File: config.mk
export PLATFORM = sky130hd
export DESIGN_NAME = html_tokenizer
export DESIGN_NICKNAME = d
export VERILOG_FILES = /design/src/rtl/html_tokenizer.sv
export SDC_FILE = /design/constraint.sdc
export NUM_CORES = 1
export LEC_CHECK = 0
export ABC_AREA = 1
export CAP_MARGIN = 20
export CORE_MARGIN = 3
export CORE_UTILIZATION = 61
export DETAILED_ROUTE_END_ITERATION = 8
export PLACE_DENSITY = 0.8
export RECOVER_POWER = 25
export SKIP_LAST_GASP = 1
export SYNTH_ARGS = -nofsm -noshare
export SYNTH_HDL_FRONTEND = slang
export SYNTH_SLANG_ARGS = --single-unit
File: constraint.sdc
create_clock -name clock -period 9.6 [get_ports clock]
set_clock_uncertainty 0.2 [all_clocks]
set_input_delay 0.96 -clock clock [delete_from_list [all_inputs] [get_ports clock]]
set_output_delay 0.96 -clock clock [all_outputs]
set_load 0.01 [all_outputs]
File: src/rtl/html_tokenizer.sv
// Streaming HTML tokenizer: consumes one character per accepted cycle and
// produces tag-open/close, attribute, text, error and end tokens through a
// single-entry token register with ready/valid handshake.
module html_tokenizer (
  input  logic       clock,
  input  logic       reset,
  input  logic       state_enable,
  input  logic [7:0] in_char,
  input  logic       in_finished,
  output logic       pause,
  output logic       tok_valid,
  input  logic       tok_ready,
  output logic [2:0] tok_type,
  output logic [1:0] tok_tag,
  output logic [1:0] tok_attr,
  output logic [7:0] tok_value,
  output logic       done
);

  localparam int unsigned CHAR_W   = 8;
  localparam int unsigned NAME_MAX = 10;
  localparam int unsigned NAME_W   = CHAR_W * NAME_MAX;
  localparam int unsigned LEN_W    = 4;
  localparam int unsigned ID_W     = 2;
  localparam int unsigned TYPE_W   = 3;
  localparam int unsigned ACC_W    = 12;
  localparam int unsigned TOK_W    = TYPE_W + ID_W + ID_W + CHAR_W;

  localparam logic [TYPE_W-1:0] TK_OPEN  = 3'd1;
  localparam logic [TYPE_W-1:0] TK_CLOSE = 3'd2;
  localparam logic [TYPE_W-1:0] TK_ATTR  = 3'd3;
  localparam logic [TYPE_W-1:0] TK_TEXT  = 3'd4;
  localparam logic [TYPE_W-1:0] TK_END   = 3'd5;
  localparam logic [TYPE_W-1:0] TK_ERROR = 3'd6;

  localparam logic [CHAR_W-1:0] CH_LT    = 8'h3C;
  localparam logic [CHAR_W-1:0] CH_GT    = 8'h3E;
  localparam logic [CHAR_W-1:0] CH_SLASH = 8'h2F;
  localparam logic [CHAR_W-1:0] CH_SP    = 8'h20;
  localparam logic [CHAR_W-1:0] CH_EQ    = 8'h3D;
  localparam logic [CHAR_W-1:0] CH_ZERO  = 8'h30;

  typedef enum logic [3:0] {
    S_TEXT, S_LT, S_NAME, S_CNAME, S_GAP, S_ANAME, S_AVAL, S_ESKIP, S_FIN
  } state_t;

  state_t              state;
  logic                cur_valid;
  logic [TOK_W-1:0]    tok_q;
  logic [NAME_W-1:0]   name_q;
  logic [LEN_W-1:0]    name_len;
  logic [CHAR_W-1:0]   val_q;
  logic                val_seen;
  logic [ID_W-1:0]     cur_tag;

  logic                consume;
  logic                is_lower;
  logic                is_digit;
  logic [CHAR_W-1:0]   digit;
  logic [ACC_W-1:0]    acc;
  logic [CHAR_W-1:0]   val_next;
  logic [NAME_W-1:0]   name_app;
  logic [LEN_W-1:0]    len_app;
  logic [ID_W-1:0]     tag_id;
  logic [ID_W-1:0]     attr_id;

  assign pause = tok_valid & ~tok_ready;
  assign {tok_type, tok_tag, tok_attr, tok_value} = tok_q;

  // Character classification, name shift-in and saturating decimal accumulate
  always_comb begin
    consume  = cur_valid & ~pause & (in_char != '0);
    is_lower = (in_char >= 8'h61) && (in_char <= 8'h7A);
    is_digit = (in_char >= CH_ZERO) && (in_char <= 8'h39);
    digit    = in_char - CH_ZERO;
    acc      = ACC_W'(val_q) * ACC_W'(10) + ACC_W'(digit[3:0]);
    val_next = (acc > ACC_W'(255)) ? 8'hFF : acc[CHAR_W-1:0];
    name_app = {name_q[NAME_W-CHAR_W-1:0], in_char};
    len_app  = (name_len > LEN_W'(NAME_MAX)) ? name_len : name_len + LEN_W'(1);
  end

  // Exact, case-sensitive name lookup; overlong names never match
  always_comb begin
    tag_id  = '0;
    attr_id = '0;
    if (name_len == LEN_W'(4) && name_q[31:0] == "body") tag_id = 2'd1;
    if (name_len == LEN_W'(1) && name_q[7:0] == "p")     tag_id = 2'd2;
    if (name_len == LEN_W'(10) && name_q == "background") attr_id = 2'd1;
    if (name_len == LEN_W'(5) && name_q[39:0] == "color") attr_id = 2'd2;
    if (name_len == LEN_W'(4) && name_q[31:0] == "size")  attr_id = 2'd3;
  end

  function automatic logic [TOK_W-1:0] mk_tok(input logic [TYPE_W-1:0] t,
                                               input logic [ID_W-1:0] g,
                                               input logic [ID_W-1:0] a,
                                               input logic [CHAR_W-1:0] v);
    return {t, g, a, v};
  endfunction

  // Parser FSM, input-valid flag, token register and completion flag
  always_ff @(posedge clock or posedge reset) begin
    if (reset) begin
      state     <= S_TEXT;
      cur_valid <= 1'b0;
      tok_valid <= 1'b0;
      tok_q     <= '0;
      done      <= 1'b0;
      name_q    <= '0;
      name_len  <= '0;
      val_q     <= '0;
      val_seen  <= 1'b0;
      cur_tag   <= '0;
    end else if (!state_enable) begin
      state     <= S_TEXT;
      cur_valid <= 1'b0;
      tok_valid <= 1'b0;
      tok_q     <= '0;
      done      <= 1'b0;
      name_q    <= '0;
      name_len  <= '0;
      val_q     <= '0;
      val_seen  <= 1'b0;
      cur_tag   <= '0;
    end else begin
      if (!pause) cur_valid <= ~in_finished;
      if (tok_valid && tok_ready) begin
        tok_valid <= 1'b0;
        if (state == S_FIN) done <= 1'b1;
      end
      if (consume) begin
        unique case (state)
          S_TEXT: begin
            if (in_char == CH_LT) state <= S_LT;
            else begin
              tok_valid <= 1'b1;
              tok_q     <= mk_tok(TK_TEXT, '0, '0, in_char);
            end
          end
          S_LT: begin
            if (in_char == CH_SLASH) begin
              state    <= S_CNAME;
              name_q   <= '0;
              name_len <= '0;
            end else if (is_lower) begin
              state    <= S_NAME;
              name_q   <= NAME_W'(in_char);
              name_len <= LEN_W'(1);
            end else begin
              state     <= S_ESKIP;
              tok_valid <= 1'b1;
              tok_q     <= mk_tok(TK_ERROR, '0, '0, '0);
            end
          end
          S_NAME: begin
            if (is_lower) begin
              name_q   <= name_app;
              name_len <= len_app;
            end else if (in_char == CH_SP || in_char == CH_GT) begin
              state     <= (in_char == CH_SP) ? S_GAP : S_TEXT;
              cur_tag   <= tag_id;
              tok_valid <= 1'b1;
              tok_q     <= mk_tok(TK_OPEN, tag_id, '0, '0);
            end else begin
              state     <= S_ESKIP;
              tok_valid <= 1'b1;
              tok_q     <= mk_tok(TK_ERROR, '0, '0, '0);
            end
          end
          S_CNAME: begin
            if (is_lower) begin
              name_q   <= name_app;
              name_len <= len_app;
            end else if (in_char == CH_GT) begin
              state     <= S_TEXT;
              tok_valid <= 1'b1;
              tok_q     <= mk_tok(TK_CLOSE, tag_id, '0, '0);
            end else begin
              state     <= S_ESKIP;
              tok_valid <= 1'b1;
              tok_q     <= mk_tok(TK_ERROR, '0, '0, '0);
            end
          end
          S_GAP: begin
            if (in_char == CH_SP) state <= S_GAP;
            else if (is_lower) begin
              state    <= S_ANAME;
              name_q   <= NAME_W'(in_char);
              name_len <= LEN_W'(1);
            end else if (in_char == CH_GT) state <= S_TEXT;
            else begin
              state     <= S_ESKIP;
              tok_valid <= 1'b1;
              tok_q     <= mk_tok(TK_ERROR, '0, '0, '0);
            end
          end
          S_ANAME: begin
            if (is_lower) begin
              name_q   <= name_app;
              name_len <= len_app;
            end else if (in_char == CH_EQ) begin
              state    <= S_AVAL;
              val_q    <= '0;
              val_seen <= 1'b0;
            end else begin
              state     <= S_ESKIP;
              tok_valid <= 1'b1;
              tok_q     <= mk_tok(TK_ERROR, '0, '0, '0);
            end
          end
          S_AVAL: begin
            if (is_digit) begin
              val_q    <= val_next;
              val_seen <= 1'b1;
            end else if ((in_char == CH_SP || in_char == CH_GT) && val_seen) begin
              state     <= (in_char == CH_SP) ? S_GAP : S_TEXT;
              tok_valid <= 1'b1;
              tok_q     <= mk_tok(TK_ATTR, cur_tag, attr_id, val_q);
            end else begin
              // An empty value closed by '>' has already ended the tag
              state     <= (in_char == CH_GT) ? S_TEXT : S_ESKIP;
              tok_valid <= 1'b1;
              tok_q     <= mk_tok(TK_ERROR, '0, '0, '0);
            end
          end
          S_ESKIP: begin
            if (in_char == CH_GT) state <= S_TEXT;
          end
          default: ;
        endcase
      end else if (!cur_valid && in_finished && !tok_valid && state != S_FIN) begin
        // Unfinished markup reports ERROR first; END follows from TEXT
        tok_valid <= 1'b1;
        if (state == S_TEXT) begin
          state <= S_FIN;
          tok_q <= mk_tok(TK_END, '0, '0, '0);
        end else begin
          state <= S_TEXT;
          tok_q <= mk_tok(TK_ERROR, '0, '0, '0);
        end
      end
    end
  end

endmodule

# Word-level counts from Yosys, hierarchy flattened
# Index checks and enable logic that the tools add are counted.
[op_classes] n_mul=1 n_reduce_logical=26 n_bitwise=6 n_eq_ne=54 muxes=96 addsub=3 magnitude_cmp=6
[ops] cell="$mux 80" n=6
[ops] cell="$mux 15" n=17
[ops] cell="$pmux 80 s3" n=1
[ops] cell="$pmux 15 s7" n=1
[ops] cell="$eq 80x79->1 const B" n=1
[ops] cell="$mux 4" n=20
[ops] cell="$eq 32x31->1 const B" n=2
[ops] cell="$ne 4x4->1 const B" n=14
[ops] cell="$mux 8" n=6
[ops] cell="$eq 40x39->1 const B" n=1
[ops] cell="$eq 8x6->1 const B" n=5
[ops] cell="$pmux 4 s8" n=1
[ops] cell="$mux 1" n=26
[ops] cell="$eq 4x3->1 const B" n=6
[ops] cell="$mux 2" n=8
[ops] cell="$pmux 8 s2" n=1
[ops] cell="$mux 3" n=5
[ops] cell="$ne 3x3->1 const B" n=5
[ops] cell="$mux 14" n=1
[ops] cell="$reduce_and 13->1" n=1
[ops] cell="$add 12x4->12" n=1
[ops] cell="$gt 12x8->1 const B" n=1
[ops] cell="$logic_and 1x1->1" n=12
[ops] cell="$pmux 4 s3" n=1
[ops] cell="33 further kinds" n=49
[word_totals] out_inout_bits=18 register_bits=117

# Logic depth before layout (Yosys ltp)
[depth] depth_word=10 mapped_depth=14

# Least setup slack after synthesis
# OpenSTA, ideal clock, no wires.
[synth_timing] path_kind="input to register" start="input tok_ready" end="register tok_q[12]" n_path_buf=1 setup_ns=0.127 stages=9 arrival_ns=2.255 path_slack_ns=7.019 cell_sequence="nor2_1 > nor2_1 > nand3_1 > o21ai_0 > nor2_1 > nand2_2 > buf_2 > nand2_1 > o21ai_0"
[synth_between] elab_chain_len=7 elab_cells_between_ends=21 classes_between="13 x eq/ne; 2 x mux; 5 x bitwise; 1 x reduce/logical"
[synth_rtl] element="from (decl)" line="12" text="input logic tok_ready,"
[synth_rtl] element="$not 1->1 *" line="67" text="assign pause = tok_valid & ~tok_ready;"
[synth_rtl] element="$and 1x1->1 *" line="67"
[synth_rtl] element="$not 1->1 *" line="72" text="consume = cur_valid & ~pause & (in_char != '0);"
[synth_rtl] element="$and 1x1->1 * (2 in a row)" line="72"
[synth_rtl] element="$ne 9x2->1 (no line) (tied with other cells)"
[synth_rtl] element="$reduce_and 13->1 (no line) / $mux 15 (equally long branches)"
[synth_rtl] element="to (signal assigned)" line="136" text="tok_q <= mk_tok(TK_TEXT, '0, '0, in_char);"
[synth_rtl] element="to (signal assigned)" line="151" text="tok_q <= mk_tok(TK_ERROR, '0, '0, '0);"
[synth_rtl] element="to (signal assigned)" line="162" text="tok_q <= mk_tok(TK_OPEN, tag_id, '0, '0);"
[synth_rtl] element="to (decl)" line="49" text="logic [TOK_W-1:0] tok_q;"
# Every way passes the cells marked *; elsewhere a longest branch is shown, timed or not.
# A chain may end at the register's enable or synchronous reset.

# Worst setup path after layout
[layout_timing] start="input in_char[3]" end="register name_q[52]"
[layout_between] elab_chain_len=7 elab_cells_between_ends=17 classes_between="2 x order compare; 5 x eq/ne; 6 x mux; 1 x bitwise; 3 x reduce/logical"
[layout_rtl] element="from (decl)" line="8" text="input logic [7:0] in_char,"
[layout_rtl] element="$ge 8x7->1 / $le 8x7->1 (equally long branches)" line="73" text="is_lower = (in_char >= 8'h61) && (in_char <= 8'h7A);"
[layout_rtl] element="$logic_and 1x1->1" line="73"
[layout_rtl] element="$mux 80"
[layout_rtl] element="$mux 80, on equally long branches"
[layout_rtl] element="$pmux 80 s3" line="131" text="unique case (state)"
[layout_rtl] element="$mux 80" line="130" text="if (consume) begin"
[layout_rtl] element="$mux 80" line="113" text="end else if (!state_enable) begin"
[layout_rtl] element="to (signal assigned)" line="146" text="name_q <= NAME_W'(in_char);"
[layout_rtl] element="to (signal assigned)" line="156" text="name_q <= name_app;"
[layout_rtl] element="to (signal assigned)" line="171" text="name_q <= name_app;"
[layout_rtl] element="to (decl)" line="50" text="logic [NAME_W-1:0] name_q;"
# Parallel ways exist; a longest one is shown, timed or not. The select of a mux whose other input is x is not followed.

==> flow_metrics.py <==
metrics = {
    "drt": {
        "drtIter0Drc": 744,
        "wl_mm": 19.60,
        "antenna_left": 0,
        "drc": 0,
        "num_vias": 7279,
        "wl_per_cell_um": 15.48,
        "drtPass1Iterations": 5,
        "vias_per_cell": 5.750,
    },
    "hold_path": {
        "hp-class": "flip-flop to flip-flop",
        "holdPathStages": 2,
        "holdCritStartpoint": "tok_q[11]",
        "hold_end": "tok_q[11]",
    },
    "cts": {
        "holdBufCountCts": 0,
        "clock-sinks": 117,
        "clkLatencyLatePin_ns": 0.42,
        "cts_root_buffer": "clkbuf_16",
        "max-clock-path-buffers": 2,
        "post_cts_resized": 0,
        "cts.clk_slew.worst_paths_ns": 0.05,
        "cts_buffers": 17,
        "htree_num_levels": 4,
        "tritoncts": "yes",
        "post_cts_buffers": 0,
    },
    "floorplanning": {
        "ios": 31,
        "coreArea_sq_um": 11710,
        "initial_core_util_pct": 64.22,
        "die_w_um": 117.0,
        "num_rows": 39,
        "die_h_um": 117.0,
        "die-area_sq_um": 13700,
    },
    "timing": {
        "setup_viol_count_final": 0,
        "final_hold_viol_count": 0,
        "finalSetupTns_ns": 0,
        "worst_pin_slew_ns": 2.315,
        "whs_ns": 0.2915,
        "rsz0062_at_grt": "false",
        "period_share_pct": 40.16,
        "min_period_ns": 3.856,
        "worst_slew_margin_rel_pct": -55.20,
        "report.final.slew_viol_count": 54,
        "fmax_ghz": 0.2594,
    },
    "worst_setup_path": {
        "cp-end-kind": "flip-flop",
        "crit_required_ns": 9.74,
        "crit_type": "primary input to flip-flop",
        "rr_worst_depth": 11,
        "critPathArrivalTime_ns": 3.99,
        "r2r_start": "state[3]",
        "cp-start-kind": "primary input",
        "reg2reg_to": "name_q[52]",
        "reg2reg_slack_ns": 6.36,
        "critPathMaxFanout": 73,
    },
    "grt": {
        "grt_pass1_vias": 6725,
        "grt_usage_pct": 29.95,
        "gr-total-overflow": 0,
        "antenna_found_initial": 0,
        "grt_max_degree": 74,
        "grt_pass1_wl_mm": 32.51,
    },
    "cells_and_area": {
        "final_nets": 1144,
        "syn_to_final_growth_pct": 13.43,
        "n_antenna_cell": 0,
        "drive_above_1_share_pct": 5.610,
        "final_common_cell": "nand2_1",
        "layout_common_cells": "nand2_1 (331), nor2_1 (125), dfrtp_1 (117)",
        "post-route-util_pct": 72.84,
    },
    "power": {
        "power_per_cell_area_nw_per_um2": 165.0,
        "p_leak_uw": 0.003811,
        "ir_drop_mv": 0.1571,
    },
    "status": {
        "status": "finished with violations",
        "violations": "max-capacitance violations, max-slew violations",
    },
    "synth": {
        "syn_avg_cell_area_sq_um": 6.881,
        "synth_seq_cells": 117,
        "synth.distinct_cells": 32,
        "syn_area_sq_um": 7521,
        "synthCells": 1093,
        "ys_seq_area_share_pct": 38.93,
        "synth_warnings": 0,
        "syn_nets": 1127,
    },
    "place": {
        "portBuffers": 30,
        "globalplace.congestion": 0.9395,
        "dp_hpwl_mm": 13.10,
    },
    "flow_run": {
        "drv_cap": 1,
    },
}
-- sequential cells by signal, indices dropped and copies added (netlist names) --
register,cells
val_q,8
name_q,80
cur_tag,2
cur_valid,1
name_len,4
tok_q,15
val_seen,1
done,1
tok_valid,1
state,4
-- where the power goes --
group | leakage (uW) | switching (uW) | total [uW] | internal (uW)
sequential | 0.00162 | 16.4 | 526 | 509
combinational | 0.00187 | 123 | 177 | 54.5
clock | 0.000319 | 235 | 705 | 470
total | 0.00381 | 374 | 1410 | 1030
-- cells by family (layout without fill, tap and decap cells) --
| logic type | after synthesis | in the layout | share of synthesized area [%] |
|---|---|---|---|
| compound gates | 219 | 219 | 16.22 |
| simple gates | 590 | 590 | 32.64 |
| xor+xnor | 8 | 8 | 0.9317 |
| flops | 117 | 117 | 38.93 |
| buf+inv | 138 | 168 | 7.586 |
| fa+ha+maj | 21 | 21 | 3.693 |
-- Yosys cell counts --
master    instances  area share (%)
a21boi_0          9            0.90
a21boi_1         31             3.1
a21oi_1          54             3.6
a21oi_4           1            0.22
a22oi_1           2            0.20
a31oi_1           2            0.17
buf_2            12            0.80
buf_6             5            0.75
clkbuf_1         24             1.2
dfrtp_1         117              39
fa_1              2            0.53
ha_1             19             3.2
inv_1            92             4.6
inv_2             5            0.25
nand2_1         332              17
nand2_2           4            0.33
nand3_1          71             4.7
nand3b_1          4            0.40
nand4_1          29             2.4
nor2_1          125             6.2
nor2_2            7            0.58
nor2_4            1            0.15
nor3_1           12            0.80
nor3b_1           1            0.10
nor4_1            2            0.17
o21ai_0          45             3.0
o21ai_1          72             4.8
o22ai_1           2            0.17
o31ai_1           1            0.10
or2_2             2            0.17
xnor2_1           5            0.58
xor2_1            3            0.35
-- how the worst max path moves through the flow --
stage / from / slack (ns) / cells past startpoint / to
finish: in_char[3] / 5.74 / 10 / name_q[52]
global route: in_char[3] / 5.51 / 11 / name_q[52]
CTS: in_char[2] / 5.46 / 11 / name_len[0]
global placement: in_char[3] / 5.07 / 11 / name_len[0]
detailed placement: in_char[2] / 5.01 / 11 / name_len[0]
floorplan: reset / 5.34 / 1 / cur_tag[0]
-- critical path, stage by stage --
cell and delay [ns]:
clkdlybuf4s50_1 0.59, inv_1 0.13, nor2_1 0.25, nand3_1 0.19, nand2_1 0.37, inv_1 0.29
a21oi_4 0.18, buf_4 0.63, a21boi_0 0.18, o21ai_0 0.20
-- metrics by stage --
stage / instances / total power, uW / setup slack [ns] / cell area [sq um]
floorplan: 1093 / 649.3 / 5.339 / 7521
finish: 1266 / 1408 / 5.744 / 8531
global route: 1266 / 1461 / 5.505 / 8531
detailed placement: 1232 / 707.5 / 5.013 / 7851
CTS: 1264 / 1411 / 5.456 / 8512
global placement: 1232 / 706.8 / 5.072 / 7851
-- layer usage --
metal	GRT usage [%]	routed length (um)
met1	40.89	8951
met2	47.74	9323
met3	6.787	921
met4	9.404	400
met5	0	0
-- area by class of cell --
cell class                 instances  area (sq um)
tap                              143         178.9
timing repair buffer              39         372.9
multi-input combinational        838          4025
inverter                          97         365.4
fill                             948          3181
clock buffer                      22         494.2
sequential                       117          2928
clock inverter                    10         166.4
No activity file was read; power rests on OpenSTA's default activity.
==> patch 1: new RTL, same flow settings <==
The localparam `NAME_MAX` goes from 10 to 11.
--- a/src/rtl/html_tokenizer.sv
+++ b/src/rtl/html_tokenizer.sv
@@ -18,7 +18,7 @@
 );
 
   localparam int unsigned CHAR_W   = 8;
-  localparam int unsigned NAME_MAX = 10;
+  localparam int unsigned NAME_MAX = 11;
   localparam int unsigned NAME_W   = CHAR_W * NAME_MAX;
   localparam int unsigned LEN_W    = 4;
   localparam int unsigned ID_W     = 2;
Function: same outputs for any inputs over 4 cycles, from zero or initial values and one cycle with reset high; that may be too few to reach the edited logic, so the function may still have changed.
==> patch 1 against the original RTL <==
  * The flow still finishes with violations (capacitance limit, slew limit)
  * Worst setup slack about the same
  * Area after synthesis rose by 9.5%
  * Non-clock buffer count decreased by 3
  * Final area up 6.8%
  * First-iteration DRC count increased by 63%
  * Sequential cell count grew 8
  * Sequential share of layout area barely moved
  * Total power decreased by 6.2%
  * Routed wire length up 11%
  * Critical path type unchanged
  * Largest power group unchanged
==> patch 1: results (changes against the original RTL) <==
| Metric | Value |
|---|---|
| Vias in the first global route | `7447 (+11%)` |
| Clk slew on worst S/H paths | `about 0.060 ns` |
| Peak VDD IR | `0.140 mV (-11%)` |
| Crit path max-delay family | `buffers and inverters` |
| Pin count of the biggest net entering global routing | `90 (+22%)` |
| HP Class | `flop to flop` |
| Clk buf depth | `2 (unchanged)` |
| Failing checks | `capacitance limit, slew limit` |
| Worst Reg-to-Reg Cells | `10 (-1)` |
| Actual slew at the worst max-slew pin | `1.86 ns (-0.459 ns)` |
| Non-Filler Instances | `1396 (+10%)` |
| Global Route met2 Usage | `0.454 (-0.0230)` |
| Registers with the most flip-flops | `name_q (88), tok_q (15), val_q (8)` |
| First-pass GRT wire length | `36.7 mm (+13%)` |
| CP max-delay cell | `buf_4` |
| Sequential power | `0.000546 W (+3.8%)` |
| DP Wirelength | `14.6 mm (+12%)` |
| LEAKAGE | `4.37 nW (+15%)` |
| Crit Path Max Fanout | `76 (+4.1%)` |
| Synthesis Warnings | `0 (unchanged)` |
| Drt pass-1 iters | `6 (+1)` |
| Maxcap violations | `1 (unchanged)` |
| DP Area | `8530 µm² (+8.6%)` |
| Met3 Usage GRT | `0.0622 (-0.00566)` |
| Iteration-0 DRC Markers | `1210 (+63%)` |
| Final RePlAce weighted congestion | `0.975 (+3.8%)` |
| Vias per std cell | `5.78 (+0.59%)` |
| All-Layer GR Usage | `0.307 (+0.00796)` |
| Synth area leaders | `dfrtp_1, nand2_1, inv_1` |
| Comb pwr | `0.000159 W (-10%)` |
| Status | `finished with violations` |
| Sequential share of the synthesized area | `0.380 (-0.00940)` |
| Synth unique cells | `37 (+16%)` |
| Synth cell count leaders | `nand2_1, inv_1, dfrtp_1, nand3_1` |
| Cells after synthesis | `1209 (+11%)` |
| Setup bufs post-CTS | `0 (unchanged)` |
| Internal power | `0.000950 W (-8.1%)` |
| Final Max Slew Viols | `43 (-20%)` |
| Share of post-route cells with drive strength above 1 | `0.0564 (+0.000273)` |
| Met1 GRT Util | `0.457 (+0.0484)` |
| Routed WL | `21.7 mm (+11%)` |
| Fill cells | `1096 (+16%)` |
[patch 1: changes by cell type after synthesis, moves of 7 or more]
| cell | unedited run | this run |
|---|---|---|
| a21oi_1 | 54 | 18 |
| o211ai_1 | 0 | 10 |
| nand2_1 | 332 | 437 |
| a21boi_1 | 31 | 0 |
| o22ai_1 | 2 | 76 |
| nor2_1 | 125 | 76 |
| dfrtp_1 | 117 | 125 |
| nand3_1 | 71 | 95 |
| a21boi_0 | 9 | 0 |
| buf_2 | 12 | 26 |
| clkbuf_1 | 24 | 17 |
| nor2_4 | 1 | 8 |
| inv_1 | 92 | 143 |
| o21ai_1 | 72 | 7 |
[patch 1: worst paths after layout]
path,startpoint,endpoint,slack [ns]
min in group asynchronous,reset,val_q[5]$_DFFE_PP0P_,1.26
worst max-delay path,in_char[1],name_q[81]$_DFFE_PP0P_,5.74
worst max register to register,state[1]$_DFFE_PP0P_,name_q[81]$_DFFE_PP0P_,6.04
worst min-delay path,tok_q[11]$_DFFE_PP0P_,tok_q[11]$_DFFE_PP0P_,0.27
worst min register to register,tok_q[11]$_DFFE_PP0P_,tok_q[11]$_DFFE_PP0P_,0.27
max in group asynchronous,reset,done$_DFFE_PP0P_,6.38
[patch 1: routing by layer]
metal / wire length, µm / vias up
li1: - / 3945
met1: 9820 / 3732
met2: 9630 / 352
met3: 1790 / 45
met4: 434 / 0
met5: 0 / -
[patch 1: stage by stage]
| stage | power (W) | util | worst slack [ns] | hold WS [ns] |
|---|---|---|---|---|
| CTS | 0.00132 | 0.703 | 5.81 | 0.275 |
| floorplan | 0.000662 | - | 5.11 | 0.249 |
| detailed placement | 0.000711 | 0.660 | 5.37 | 0.262 |
| finish | 0.00132 | 0.705 | 5.74 | 0.267 |
| global placement | 0.000710 | 0.660 | 5.47 | 0.256 |
| global route | 0.00137 | 0.705 | 5.50 | 0.293 |
[patch 1: cell type report]
| type | instances | area (µm²) | area share |
|---|---|---|---|
| Clock buffer | 21 | 450 | 0.0494 |
| Multi-Input combinational cell | 878 | 4270 | 0.469 |
| Clock inverter | 11 | 111 | 0.0122 |
| Tap cell | 172 | 215 | 0.0236 |
| Timing Repair Buffer | 36 | 362 | 0.0397 |
| Inverter | 153 | 576 | 0.0632 |
| Sequential cell | 125 | 3130 | 0.343 |
[patch 1: kinds of logic (layout without fill, tap and decap cells)]
| kind of cell | count (synthesis) | count (layout) | synth area share |
|---|---|---|---|
| AOI/OAI and AO/OA | 176 | 176 | 0.128 |
| xor gates and xnor gates | 5 | 5 | 0.00532 |
| DFF | 125 | 125 | 0.380 |
| adders and majority gates | 21 | 21 | 0.0337 |
| and+or+nand+nor | 676 | 676 | 0.350 |
| buffers and inverters | 206 | 221 | 0.103 |
==> patch 2: new RTL, same settings <==
Without the edit above. Re-encode `state_t` (9 states) as one-hot, 9 bits wide.
--- a/src/rtl/html_tokenizer.sv
+++ b/src/rtl/html_tokenizer.sv
@@ -40,8 +40,8 @@
   localparam logic [CHAR_W-1:0] CH_EQ    = 8'h3D;
   localparam logic [CHAR_W-1:0] CH_ZERO  = 8'h30;
 
-  typedef enum logic [3:0] {
-    S_TEXT, S_LT, S_NAME, S_CNAME, S_GAP, S_ANAME, S_AVAL, S_ESKIP, S_FIN
+  typedef enum logic [8:0] {
+    S_TEXT = 9'b000000001, S_LT = 9'b000000010, S_NAME = 9'b000000100, S_CNAME = 9'b000001000, S_GAP = 9'b000010000, S_ANAME = 9'b000100000, S_AVAL = 9'b001000000, S_ESKIP = 9'b010000000, S_FIN = 9'b100000000
   } state_t;
 
   state_t              state;
Function: no difference found for any inputs over 4 cycles, from zero or initial values and one cycle with reset high; so few cycles prove little.
==> patch 2 against the original RTL <==
  * The run still ends with capacitance limit, slew limit left
  * Core utilization fell by 3.0 points
  * Count of clock-buffer cells in the layout fell by 1
  * Sequential share of layout area fell by 3.5 points
  * Final area rose by 16%
  * Largest cell class unchanged
  * Worst setup slack got worse by 0.64 ns
  * Highest routed layer unchanged
  * Largest power group unchanged
  * Routed wire length rose by 32%
  * Total power fell by 0.44%
  * Area after synthesis rose by 20%
  * Sequential cell count rose by 5
==> patch 2: results (changes against the original RTL) <==
| Metric | Value |
|---|---|
| Vias in the first global route | `8704 (+29%)` |
| First-pass GRT wire length | `43.5 mm (+34%)` |
| Max_slew headroom | `-0.947 (-0.395)` |
| CP max-delay cell | `nand3_4` |
| Synth unique cells | `42 (+31%)` |
| All-Layer GR Usage | `0.324 (+0.0244)` |
| DP Area | `9330 µm² (+19%)` |
| Cells after DPL | `1561 (+27%)` |
| HP Start | `tok_q[4]$_DFFE_PP0P_` |
| Status | `finished with violations` |
| Failing checks | `capacitance limit, slew limit` |
| Cells after synthesis | `1417 (+30%)` |
| Final Max Slew Viols | `66 (+22%)` |
| Iteration-0 DRC Markers | `1172 (+58%)` |
| Via count | `9559 (+31%)` |
| CP max stage delay | `0.81 ns (+0.18 ns)` |
| Synth area leaders | `dfrtp_1, nand2_1, nand3_1` |
| Registers with the most flip-flops | `name_q (80), tok_q (15), state (9)` |
| Routed WL | `25.9 mm (+32%)` |
| Share of post-route cells with drive strength above 1 | `0.0594 (+0.00331)` |
| Setup slack at placement | `4.43 ns (-0.582 ns)` |
| Synth cell count leaders | `nand2_1, nand3_1, dfrtp_1, nor2_1, inv_1` |
| DP Wirelength | `16.3 mm (+24%)` |
| Sequential share of the synthesized area | `0.337 (-0.0518)` |
| PortBufs | `30 (unchanged)` |
| WP data arrival | `4.65 ns (+0.66 ns)` |
| LEAKAGE | `4.84 nW (+27%)` |
| Mapped Nets | `1451 (+29%)` |
| CP Launch Point | `in_char[2]` |
| Drt pass-1 iters | `6 (+1)` |
| Vias per std cell | `6.00 (+4.3%)` |
| Crit Path Max Fanout | `81 (+11%)` |
| Peak VDD IR | `0.127 mV (-19%)` |
| Register area | `3050 µm² (+4.3%)` |
| Maxcap violations | `1 (unchanged)` |
==> patch 2: area by class of cell <==
| cell class | count | share of cell area |
|---|---|---|
| repair buffers | 41 | 0.0398 |
| clock buffers | 21 | 0.0484 |
| multi-input cells | 1115 | 0.532 |
| well taps | 180 | 0.0227 |
| clock inverters | 11 | 0.00958 |
| inverters | 104 | 0.0397 |
| flip-flops and latches | 122 | 0.308 |
==> patch 2: critical path: cells and delay by family <==
| kind | cells | cell delay [ns] |
|---|---|---|
| buffers and inverters | 3 | 1.15 |
| AO/OA/AOI/OAI | 1 | 0.10 |
| AND/OR/NAND/NOR | 8 | 2.39 |
==> patch 2: cells by family (layout without fill, tap and decap cells) <==
logic type               count (synthesis)  count (layout)  share of synthesized area
AND/OR/NAND/NOR                        946             946                      0.452
buffers and inverters                  180             177                     0.0807
AO/OA/AOI/OAI                          141             141                     0.0919
flip-flops                             122             122                      0.337
adder cells (fa/ha/maj)                 21              21                     0.0307
XOR/XNOR                                 7               7                    0.00677
==> patch 2: power breakdown <==
part	internal (W)	switching, W
clock	0.000382	0.000247
sequential	0.000533	0.0000198
combinational	0.0000684	0.000152
==> patch 2: worst paths after layout <==
kind                       slack, ns                     end  cells after the start
setup / recovery                5.11  name_q[25]$_DFFE_PP0P_                     12
hold reg to reg                 0.28    tok_q[4]$_DFFE_PP0P_                      2
setup reg to reg                5.31  name_q[25]$_DFFE_PP0P_                     13
min in group asynchronous       1.63    state[8]$_DFFE_PP0P_                      2
max in group asynchronous       5.78    val_q[3]$_DFFE_PP0P_                      3
hold / removal                  0.28    tok_q[4]$_DFFE_PP0P_                      2
==> patch 2: per-stage QoR <==
stage / hold WS [ns] / total power [W]
detailed placement: 0.269 / 0.000780
global placement: 0.260 / 0.000779
floorplan: 0.271 / 0.000711
finish: 0.282 / 0.00140
global route: 0.311 / 0.00146
CTS: 0.285 / 0.00140
==> patch 2: metal layers <==
layer  track usage  vias up
met5             0        -
met4        0.0893        0
met3        0.0579       44
met2         0.494      416
met1         0.476     4480
li1              -     4619
